`src/rtl/host_seg_display_pkg.sv`:
```
// Shared types and constants for the host-mapped 7-segment display controller:
// scan FSM states, register word offsets, CTRL bit positions and glyph patterns.
package host_seg_display_pkg;

   typedef enum logic {
      ST_BLANK = 1'b0,
      ST_SHOW  = 1'b1
   } scan_state_t;

   // Word offsets, i.e. HOST_ADD[2:1] inside the 8-byte window
   localparam logic [1:0] OFF_DIG_LO = 2'd0;
   localparam logic [1:0] OFF_DIG_HI = 2'd1;
   localparam logic [1:0] OFF_CTRL   = 2'd2;
   localparam logic [1:0] OFF_MASKS  = 2'd3;

   localparam int CTRL_EN  = 0;
   localparam int CTRL_HEX = 1;

   // Segment order {a,b,c,d,e,f,g}
   localparam logic [6:0] GLYPH_0 = 7'b1111110;
   localparam logic [6:0] GLYPH_1 = 7'b0110000;
   localparam logic [6:0] GLYPH_2 = 7'b1101101;
   localparam logic [6:0] GLYPH_3 = 7'b1111001;
   localparam logic [6:0] GLYPH_4 = 7'b0110011;
   localparam logic [6:0] GLYPH_5 = 7'b1011011;
   localparam logic [6:0] GLYPH_6 = 7'b1011111;
   localparam logic [6:0] GLYPH_7 = 7'b1110000;
   localparam logic [6:0] GLYPH_8 = 7'b1111111;
   localparam logic [6:0] GLYPH_9 = 7'b1111011;
   localparam logic [6:0] GLYPH_A = 7'b1110111;
   localparam logic [6:0] GLYPH_B = 7'b0011111;
   localparam logic [6:0] GLYPH_C = 7'b1001110;
   localparam logic [6:0] GLYPH_D = 7'b0111101;
   localparam logic [6:0] GLYPH_E = 7'b1001111;
   localparam logic [6:0] GLYPH_F = 7'b1000111;
   localparam logic [6:0] GLYPH_OFF = 7'b0000000;

endpackage

```
`src/rtl/host_seg_display_if.sv`:
```
// Host static-memory bus as seen by the display controller.
interface host_seg_display_if #(
   parameter int ADDR_W = 20
);
   // Strobe semantics: a write is one falling edge of HOST_nWE while HOST_nCS is low and
   // HOST_nOE is high; HOST_ADD/HDI stay stable for the whole strobe. A read is any cycle
   // with HOST_nCS and HOST_nOE low; rd_hit/rd_data answer one clk later.
   logic              HOST_nCS;
   logic              HOST_nWE;
   logic              HOST_nOE;
   logic [ADDR_W-1:0] HOST_ADD;
   logic [15:0]       HDI;
   logic [15:0]       rd_data;
   logic              rd_hit;

   modport master (
      output HOST_nCS, HOST_nWE, HOST_nOE, HOST_ADD, HDI,
      input  rd_data, rd_hit
   );

   modport slave (
      input  HOST_nCS, HOST_nWE, HOST_nOE, HOST_ADD, HDI,
      output rd_data, rd_hit
   );
endinterface

```
`src/rtl/host_seg_display_decode.sv`:
```
// Combinational nibble-to-glyph decoder; A-F light only in hex mode.
module seg7_decode
   import host_seg_display_pkg::*;
(
   input  logic [3:0] nibble,
   input  logic       hex_mode,
   output logic [6:0] glyph
);

   always_comb begin
      glyph = GLYPH_OFF;
      case (nibble)
         4'h0: glyph = GLYPH_0;
         4'h1: glyph = GLYPH_1;
         4'h2: glyph = GLYPH_2;
         4'h3: glyph = GLYPH_3;
         4'h4: glyph = GLYPH_4;
         4'h5: glyph = GLYPH_5;
         4'h6: glyph = GLYPH_6;
         4'h7: glyph = GLYPH_7;
         4'h8: glyph = GLYPH_8;
         4'h9: glyph = GLYPH_9;
         4'hA: glyph = hex_mode ? GLYPH_A : GLYPH_OFF;
         4'hB: glyph = hex_mode ? GLYPH_B : GLYPH_OFF;
         4'hC: glyph = hex_mode ? GLYPH_C : GLYPH_OFF;
         4'hD: glyph = hex_mode ? GLYPH_D : GLYPH_OFF;
         4'hE: glyph = hex_mode ? GLYPH_E : GLYPH_OFF;
         4'hF: glyph = hex_mode ? GLYPH_F : GLYPH_OFF;
         default: glyph = GLYPH_OFF;
      endcase
   end

endmodule

```
`src/rtl/host_seg_display.sv`:
```
// Host-mapped multiplexed 7-segment controller: synchronised write path, registered
// readback, and a tick-driven scan FSM that darkens each slot for BLANK_CYC cycles.
module host_seg_display
   import host_seg_display_pkg::*;
#(
   parameter int                CLK_HZ     = 50_000_000,
   parameter int                SCAN_HZ    = 6000,
   parameter int                NUM_DIGITS = 6,
   parameter int                BLANK_CYC  = 64,
   parameter int                ADDR_W     = 20,
   parameter logic [ADDR_W-1:0] BASE_ADDR  = 'h10
) (
   input  logic                  clk,
   input  logic                  nRESET,
   host_seg_display_if.slave     host,
   output logic [NUM_DIGITS-1:0] SEG_COM,
   output logic [7:0]            SEG_DATA,
   output scan_state_t           dbg_state
);

   localparam int DIV   = CLK_HZ / SCAN_HZ;
   localparam int CNT_W = (DIV > 2) ? $clog2(DIV) : 1;

   logic [1:0]  cs_sync, we_sync;
   logic        we_prev;
   logic        in_window, wr_strobe, rd_sel;
   logic [1:0]  sel;
   logic [15:0] dig_lo, dig_hi, rd_mux;
   logic        ctrl_en, ctrl_hex;
   logic [7:0]  dp_mask, blank_mask;

   // Window is 8 bytes, so only bits above bit 2 take part in the match
   assign in_window = ((host.HOST_ADD ^ BASE_ADDR) >> 3) == '0;
   assign sel       = host.HOST_ADD[2:1];
   assign wr_strobe = we_prev && !we_sync[1] && !cs_sync[1] && host.HOST_nOE && in_window;
   assign rd_sel    = !host.HOST_nCS && !host.HOST_nOE && in_window;

   always_ff @(posedge clk or negedge nRESET) begin
      if (!nRESET) begin
         cs_sync <= 2'b11;
         we_sync <= 2'b11;
         we_prev <= 1'b1;
      end else begin
         cs_sync <= {cs_sync[0], host.HOST_nCS};
         we_sync <= {we_sync[0], host.HOST_nWE};
         we_prev <= we_sync[1];
      end
   end

   always_ff @(posedge clk or negedge nRESET) begin
      if (!nRESET) begin
         dig_lo     <= '0;
         dig_hi     <= '0;
         ctrl_en    <= 1'b0;
         ctrl_hex   <= 1'b0;
         dp_mask    <= '0;
         blank_mask <= '0;
      end else if (wr_strobe) begin
         case (sel)
            OFF_DIG_LO: dig_lo <= host.HDI;
            OFF_DIG_HI: dig_hi <= host.HDI;
            OFF_CTRL: begin
               ctrl_en  <= host.HDI[CTRL_EN];
               ctrl_hex <= host.HDI[CTRL_HEX];
            end
            OFF_MASKS: begin
               dp_mask    <= host.HDI[7:0];
               blank_mask <= host.HDI[15:8];
            end
         endcase
      end
   end

   always_comb begin
      rd_mux = '0;
      case (sel)
         OFF_DIG_LO: rd_mux = dig_lo;
         OFF_DIG_HI: rd_mux = dig_hi;
         OFF_CTRL:   rd_mux = {14'd0, ctrl_hex, ctrl_en};
         OFF_MASKS:  rd_mux = {blank_mask, dp_mask};
      endcase
   end

   always_ff @(posedge clk or negedge nRESET) begin
      if (!nRESET) begin
         host.rd_hit  <= 1'b0;
         host.rd_data <= '0;
      end else begin
         host.rd_hit  <= rd_sel;
         host.rd_data <= rd_sel ? rd_mux : '0;
      end
   end

   // Scan engine
   scan_state_t           state_q, state_d;
   logic [CNT_W-1:0]      cnt_q, cnt_d;
   logic [2:0]            idx_q, idx_d;
   logic [NUM_DIGITS-1:0] com_d;
   logic [7:0]            data_d;
   logic [3:0]            cur_nib;
   logic [6:0]            cur_glyph;

   always_comb begin
      cur_nib = '0;
      case (idx_q)
         3'd0: cur_nib = dig_lo[3:0];
         3'd1: cur_nib = dig_lo[7:4];
         3'd2: cur_nib = dig_lo[11:8];
         3'd3: cur_nib = dig_lo[15:12];
         3'd4: cur_nib = dig_hi[3:0];
         3'd5: cur_nib = dig_hi[7:4];
         3'd6: cur_nib = dig_hi[11:8];
         3'd7: cur_nib = dig_hi[15:12];
      endcase
   end

   seg7_decode u_decode (
      .nibble   (cur_nib),
      .hex_mode (ctrl_hex),
      .glyph    (cur_glyph)
   );

   // Digit content is sampled only at the load point, so host writes never tear a slot
   always_comb begin
      state_d = state_q;
      cnt_d   = cnt_q;
      idx_d   = idx_q;
      com_d   = SEG_COM;
      data_d  = SEG_DATA;
      if (!ctrl_en) begin
         state_d = ST_BLANK;
         cnt_d   = '0;
         idx_d   = '0;
         com_d   = '1;
         data_d  = '0;
      end else if (cnt_q == CNT_W'(DIV - 1)) begin
         state_d = ST_BLANK;
         cnt_d   = '0;
         idx_d   = (idx_q == 3'(NUM_DIGITS - 1)) ? 3'd0 : idx_q + 3'd1;
         com_d   = '1;
         data_d  = '0;
      end else begin
         cnt_d = cnt_q + CNT_W'(1);
         if (state_q == ST_BLANK && cnt_q == CNT_W'(BLANK_CYC - 1)) begin
            state_d = ST_SHOW;
            if (!blank_mask[idx_q]) begin
               com_d  = ~(NUM_DIGITS'(1) << idx_q);
               data_d = {cur_glyph, dp_mask[idx_q]};
            end
         end
      end
   end

   always_ff @(posedge clk or negedge nRESET) begin
      if (!nRESET) begin
         state_q  <= ST_BLANK;
         cnt_q    <= '0;
         idx_q    <= '0;
         SEG_COM  <= '1;
         SEG_DATA <= '0;
      end else begin
         state_q  <= state_d;
         cnt_q    <= cnt_d;
         idx_q    <= idx_d;
         SEG_COM  <= com_d;
         SEG_DATA <= data_d;
      end
   end

   assign dbg_state = state_q;

endmodule

```
`src/flat_wrapper.sv`:
```
// flat-port wrapper written by rule: the top's interface ports become plain ports
module host_seg_display_flat import host_seg_display_pkg::*;
#(
   parameter int                CLK_HZ     = 50_000_000,
   parameter int                SCAN_HZ    = 6000,
   parameter int                NUM_DIGITS = 6,
   parameter int                BLANK_CYC  = 64,
   parameter int                ADDR_W     = 20,
   parameter logic [ADDR_W-1:0] BASE_ADDR  = 'h10
)
  (clk, nRESET, SEG_COM, SEG_DATA, dbg_state, host_HOST_nCS, host_HOST_nWE, host_HOST_nOE, host_HOST_ADD, host_HDI, host_rd_data, host_rd_hit);
  host_seg_display_if #(.ADDR_W(ADDR_W)) host_i ();
  input  logic clk;
  input  logic nRESET;
  output logic [NUM_DIGITS-1:0] SEG_COM;
  output logic [7:0] SEG_DATA;
  output scan_state_t dbg_state;
  input wire logic [$bits(host_i.HOST_nCS)-1:0] host_HOST_nCS;
  input wire logic [$bits(host_i.HOST_nWE)-1:0] host_HOST_nWE;
  input wire logic [$bits(host_i.HOST_nOE)-1:0] host_HOST_nOE;
  input wire logic [$bits(host_i.HOST_ADD)-1:0] host_HOST_ADD;
  input wire logic [$bits(host_i.HDI)-1:0] host_HDI;
  output wire logic [$bits(host_i.rd_data)-1:0] host_rd_data;
  output wire logic [$bits(host_i.rd_hit)-1:0] host_rd_hit;
  assign host_i.HOST_nCS = host_HOST_nCS;
  assign host_i.HOST_nWE = host_HOST_nWE;
  assign host_i.HOST_nOE = host_HOST_nOE;
  assign host_i.HOST_ADD = host_HOST_ADD;
  assign host_i.HDI = host_HDI;
  assign host_rd_data = host_i.rd_data;
  assign host_rd_hit = host_i.rd_hit;
  host_seg_display #(.CLK_HZ(CLK_HZ), .SCAN_HZ(SCAN_HZ), .NUM_DIGITS(NUM_DIGITS), .BLANK_CYC(BLANK_CYC), .ADDR_W(ADDR_W), .BASE_ADDR(BASE_ADDR)) u_core (.clk(clk), .nRESET(nRESET), .host(host_i), .SEG_COM(SEG_COM), .SEG_DATA(SEG_DATA), .dbg_state(dbg_state));
endmodule
```
`config.mk`:
```
export PLATFORM = sky130hd
export DESIGN_NAME = host_seg_display_flat
export DESIGN_NICKNAME = d
export VERILOG_FILES = /design/src/rtl/host_seg_display_pkg.sv /design/src/rtl/host_seg_display_if.sv /design/src/rtl/host_seg_display_decode.sv /design/src/rtl/host_seg_display.sv /design/src/flat_wrapper.sv
export SDC_FILE = /design/constraint.sdc
export NUM_CORES = 1
export LEC_CHECK = 0
export CORE_ASPECT_RATIO = 1.5
export CORE_MARGIN = 3
export CORE_UTILIZATION = 50
export CTS_CLUSTER_DIAMETER = 200
export DETAILED_ROUTE_END_ITERATION = 10
export PLACE_DENSITY = 0.89
export SYNTH_ARGS = -nofsm -noshare
export SYNTH_HDL_FRONTEND = slang
export SYNTH_HIERARCHICAL = 1
export SYNTH_SLANG_ARGS = --single-unit
```
`constraint.sdc`:
```
create_clock -name clk -period 2.9 [get_ports clk]
set_input_delay 0.58 -clock clk [delete_from_list [all_inputs] [get_ports clk]]
set_output_delay 0.58 -clock clk [all_outputs]
set_load 0.03 [all_outputs]
```
==> qor.yml <==
run_status:
  outcome: "finished clean"
logic_synthesis:
  synth_edf_count: 0
  synth_seq_area_share_pct: 49.0
  ys_types: 60
  synth_mux_area_share_pct: 18.3
  synth-compound-area-share_pct: 10.3
  syn-instance-count: 467
  synthSimpleGateAreaFrac_pct: 15.5
  synth_top_family_by_area: "multiplexers"
  yosys_warnings: 6
  synthXorXnorAreaFrac_pct: 1.81
  yosys_most_used_dff: "dfrtp_1"
  synth_fa_ha_area_share_pct: 0.938
  synth.avg_cell_area_um2: 11.4
  async_flop_share_pct: 100
  synth_fp_nets: 512
  ys_ff_latch: 104
  syn_area_mm2: 0.00534
clocking:
  cts-root-buf: "clkbuf_16"
  h-tree-depth: 3
  cts_buffers: 9
  clock_latency_ns: 0.34
  cts_resized: 0
  post_cts_buffers: 0
  cts_num_sinks: 104
  clk_path_buf_depth: 2
  clk_pin_slew_ns: 0.07
  cts_tree: "done"
setup_path:
  crit_chain: "buf_4 -> ha_1 -> a222oi_1 -> o221ai_1 -> mux2_2 -> o21ai_0 -> a2bb2oi_1 -> a22o_1 -> nand4_1 -> a21oi_1"
  reg2reg_to: "u_core/SEG_DATA[1]$_DFFE_PN0P_"
  required_ns: 3.12
  crit_buf_inv: 1
  worst_r2r_path_depth: 10
  crit_start: "u_core/idx_q[2]$_DFFE_PN0P_"
  worstPathMaxFanout: 14
  start_kind: "flop"
  crit_family: "compound AO/OA/AOI/OAI gates"
  ff2ff_setup_slack_ns: 0.10
  crit_cells: 10
  end_kind: "flop"
  crit_end: "u_core/SEG_DATA[1]$_DFFE_PN0P_"
  worst_path_max_delay_cell: "dfrtp_1"
  crit_arrival_ns: 3.02
  slowest_delay_ns: 0.46
  r2r_start: "u_core/idx_q[2]$_DFFE_PN0P_"
  crit_type: "reg -> reg"
final_layout:
  diodes: 0
  drive_above_1_share_pct: 22.7
  fin_nets: 583
  area_delta_synth_final_pct: 22.1
  finalNonFillerCells: 684
routing:
  wl_per_cell_um: 18.7
  viasPerCell: 5.97
  ant_nets: 0
  first_pass_iters: 5
  totalWireLength_um: 12800
  route.detailed.drc: 0
  drt_iter0_markers: 446
  vias: 4086
placed_design:
  portBuffers: 71
  place.gp.congestion: 0.909
  place_inst: 668
  place_hpwl_um: 8880
sta:
  setup_viol: 0
  tightest_slew_ns: 0.627
  max_freq_mhz: 358
  rsz0062_at_grt: "true"
  fin_crit_sh_pct: 96.4
  timing.final.crit_period_ns: 2.80
  drv_slew: 0
  slew_headroom_pct: 57.8
  hold_violations: 0
  finClkSkew_ns: 0.00596
die:
  start_util_pct: 52.1
  coreArea_mm2: 0.0102
  boundaryPins: 73
  die_h_um: 133
  rows: 45
  die_area_mm2: 0.0120
  fp.dieW_um: 90.3
global_routing:
  grt_pass1_wl_um: 20900
  grt_overflow: 0
  antenna_found_initial: 0
  grt_start_max_net_pins: 69
  grt_usage_pct: 21.8
  grt_pass1_vias: 4137
worst_hold_path:
  hold_path.class: "in -> async"
pwr:
  power_mw: 2.74
  power.leakage_nw: 2.77
  max-vdd-ir-drop_v: 0.000264
  power.density_mw_per_mm2: 420
flow_run:
  cap_violations: 0
how the worst min path moves through the flow:
stage | to | cells past startpoint | slack [ns]
2_1_floorplan | u_core/SEG_DATA[0]$_DFFE_PN0P_ | 0 | 0.28
3_3_place_gp | u_core/cs_sync[1]$_DFF_PN1_ | 0 | 0.35
3_5_place_dp | u_core/cs_sync[1]$_DFF_PN1_ | 0 | 0.35
4_1_cts | u_core/host.rd_data[15]$_DFF_PN0_ | 1 | 0.21
5_1_grt | u_core/host.rd_hit$_DFF_PN0_ | 1 | 0.23
6_report | u_core/host.rd_hit$_DFF_PN0_ | 1 | 0.19
power by group:
group / switching, mW / total [mW] / leakage [nW] / internal, mW
registers: 0.00126 / 1.46 / 1.42 / 1.46
clock network: 0.522 / 1.15 / 0.143 / 0.631
logic: 0.0655 / 0.127 / 1.21 / 0.0611
total: 0.588 / 2.74 / 2.77 / 2.15
per-stage QoR:
step,utilization [%],setup WS (ns),hold WS (ns),TNS [ns],area [um^2]
detailed placement,60.8,0.158,0.348,0,6230
floorplan,-,0.151,0.284,0,5340
CTS,63.6,0.121,0.210,0,6520
finish,63.6,0.104,0.194,0,6520
global route,63.6,-0.0333,0.227,-0.0625,6520
global placement,60.8,0.262,0.349,0,6230
cell families (layout without fill, tap and decap cells):
kind of cell,after synthesis,after routing
XOR/XNOR,11,11
adder cells (fa/ha/maj),4,4
flip-flops,104,104
AO/OA/AOI/OAI,86,86
buffers and inverters,42,118
AND/OR/NAND/NOR,141,141
multiplexers,79,79
metal layers:
metal	GRT usage, %	wire length, um
met5	0	0
met2	37.5	6920
met1	26.4	4970
met4	10.9	428
met3	3.70	449
flip-flops by register name, indices dropped and copies added, names as in the netlist, 3 cells and up:
signal,cells
u_core/dp_mask,8
u_core/dig_hi,16
u_core/host.rd_data,16
u_core/cnt_q,14
u_core/SEG_DATA,8
u_core/idx_q,3
u_core/SEG_COM,6
u_core/dig_lo,16
u_core/blank_mask,8
final cells by class:
class | instances | area [um^2]
clock buffer | 12 | 256
clock inverter | 4 | 27.5
fill | 785 | 3730
inverter | 11 | 41.3
multi-input combinational | 321 | 2500
sequential | 104 | 2620
tap | 141 | 176
timing repair buffer | 91 | 896
synthesized netlist by cell type (7+ instances only):
cell type,number,area [um^2]
dfrtp_1,93,2330
nor2_1,48,180
mux2_2,46,518
a21oi_1,33,165
nand2_1,18,67.6
mux2i_1,16,160
nand4_1,14,87.6
clkbuf_1,12,45.0
dfstp_2,11,289
o21ai_0,11,55.1
inv_1,10,37.5
mux2_4,10,150
nand3_1,10,50.1
xor2_1,10,87.6
buf_2,9,45.0
o31ai_1,9,67.6
a31oi_1,7,43.8
nor4_1,7,43.8
what timing repair did:
item                                   4_1_cts  5_1_grt
endpoints found under the hold margin        0        0
setup endpoints to repair                    0        2
hold buffers                                 0        0
layout by cell type, fill, tap and decap left out, types with 5 or more instances in the layout:
cell and count:
a21oi_1 33, a31oi_1 7, and4_1 6, buf_4 18
clkbuf_16 9, clkdlybuf4s50_1 70, dfrtp_1 93, dfstp_2 11
inv_1 10, mux2_2 46, mux2_4 10, mux2i_1 16
mux4_2 6, nand2_1 18, nand3_1 10, nand4_1 14
nor2_1 48, nor2b_1 5, nor4_1 7, o21ai_0 11
o31ai_1 9, xor2_1 10
Power figures use the tool's default switching activity.
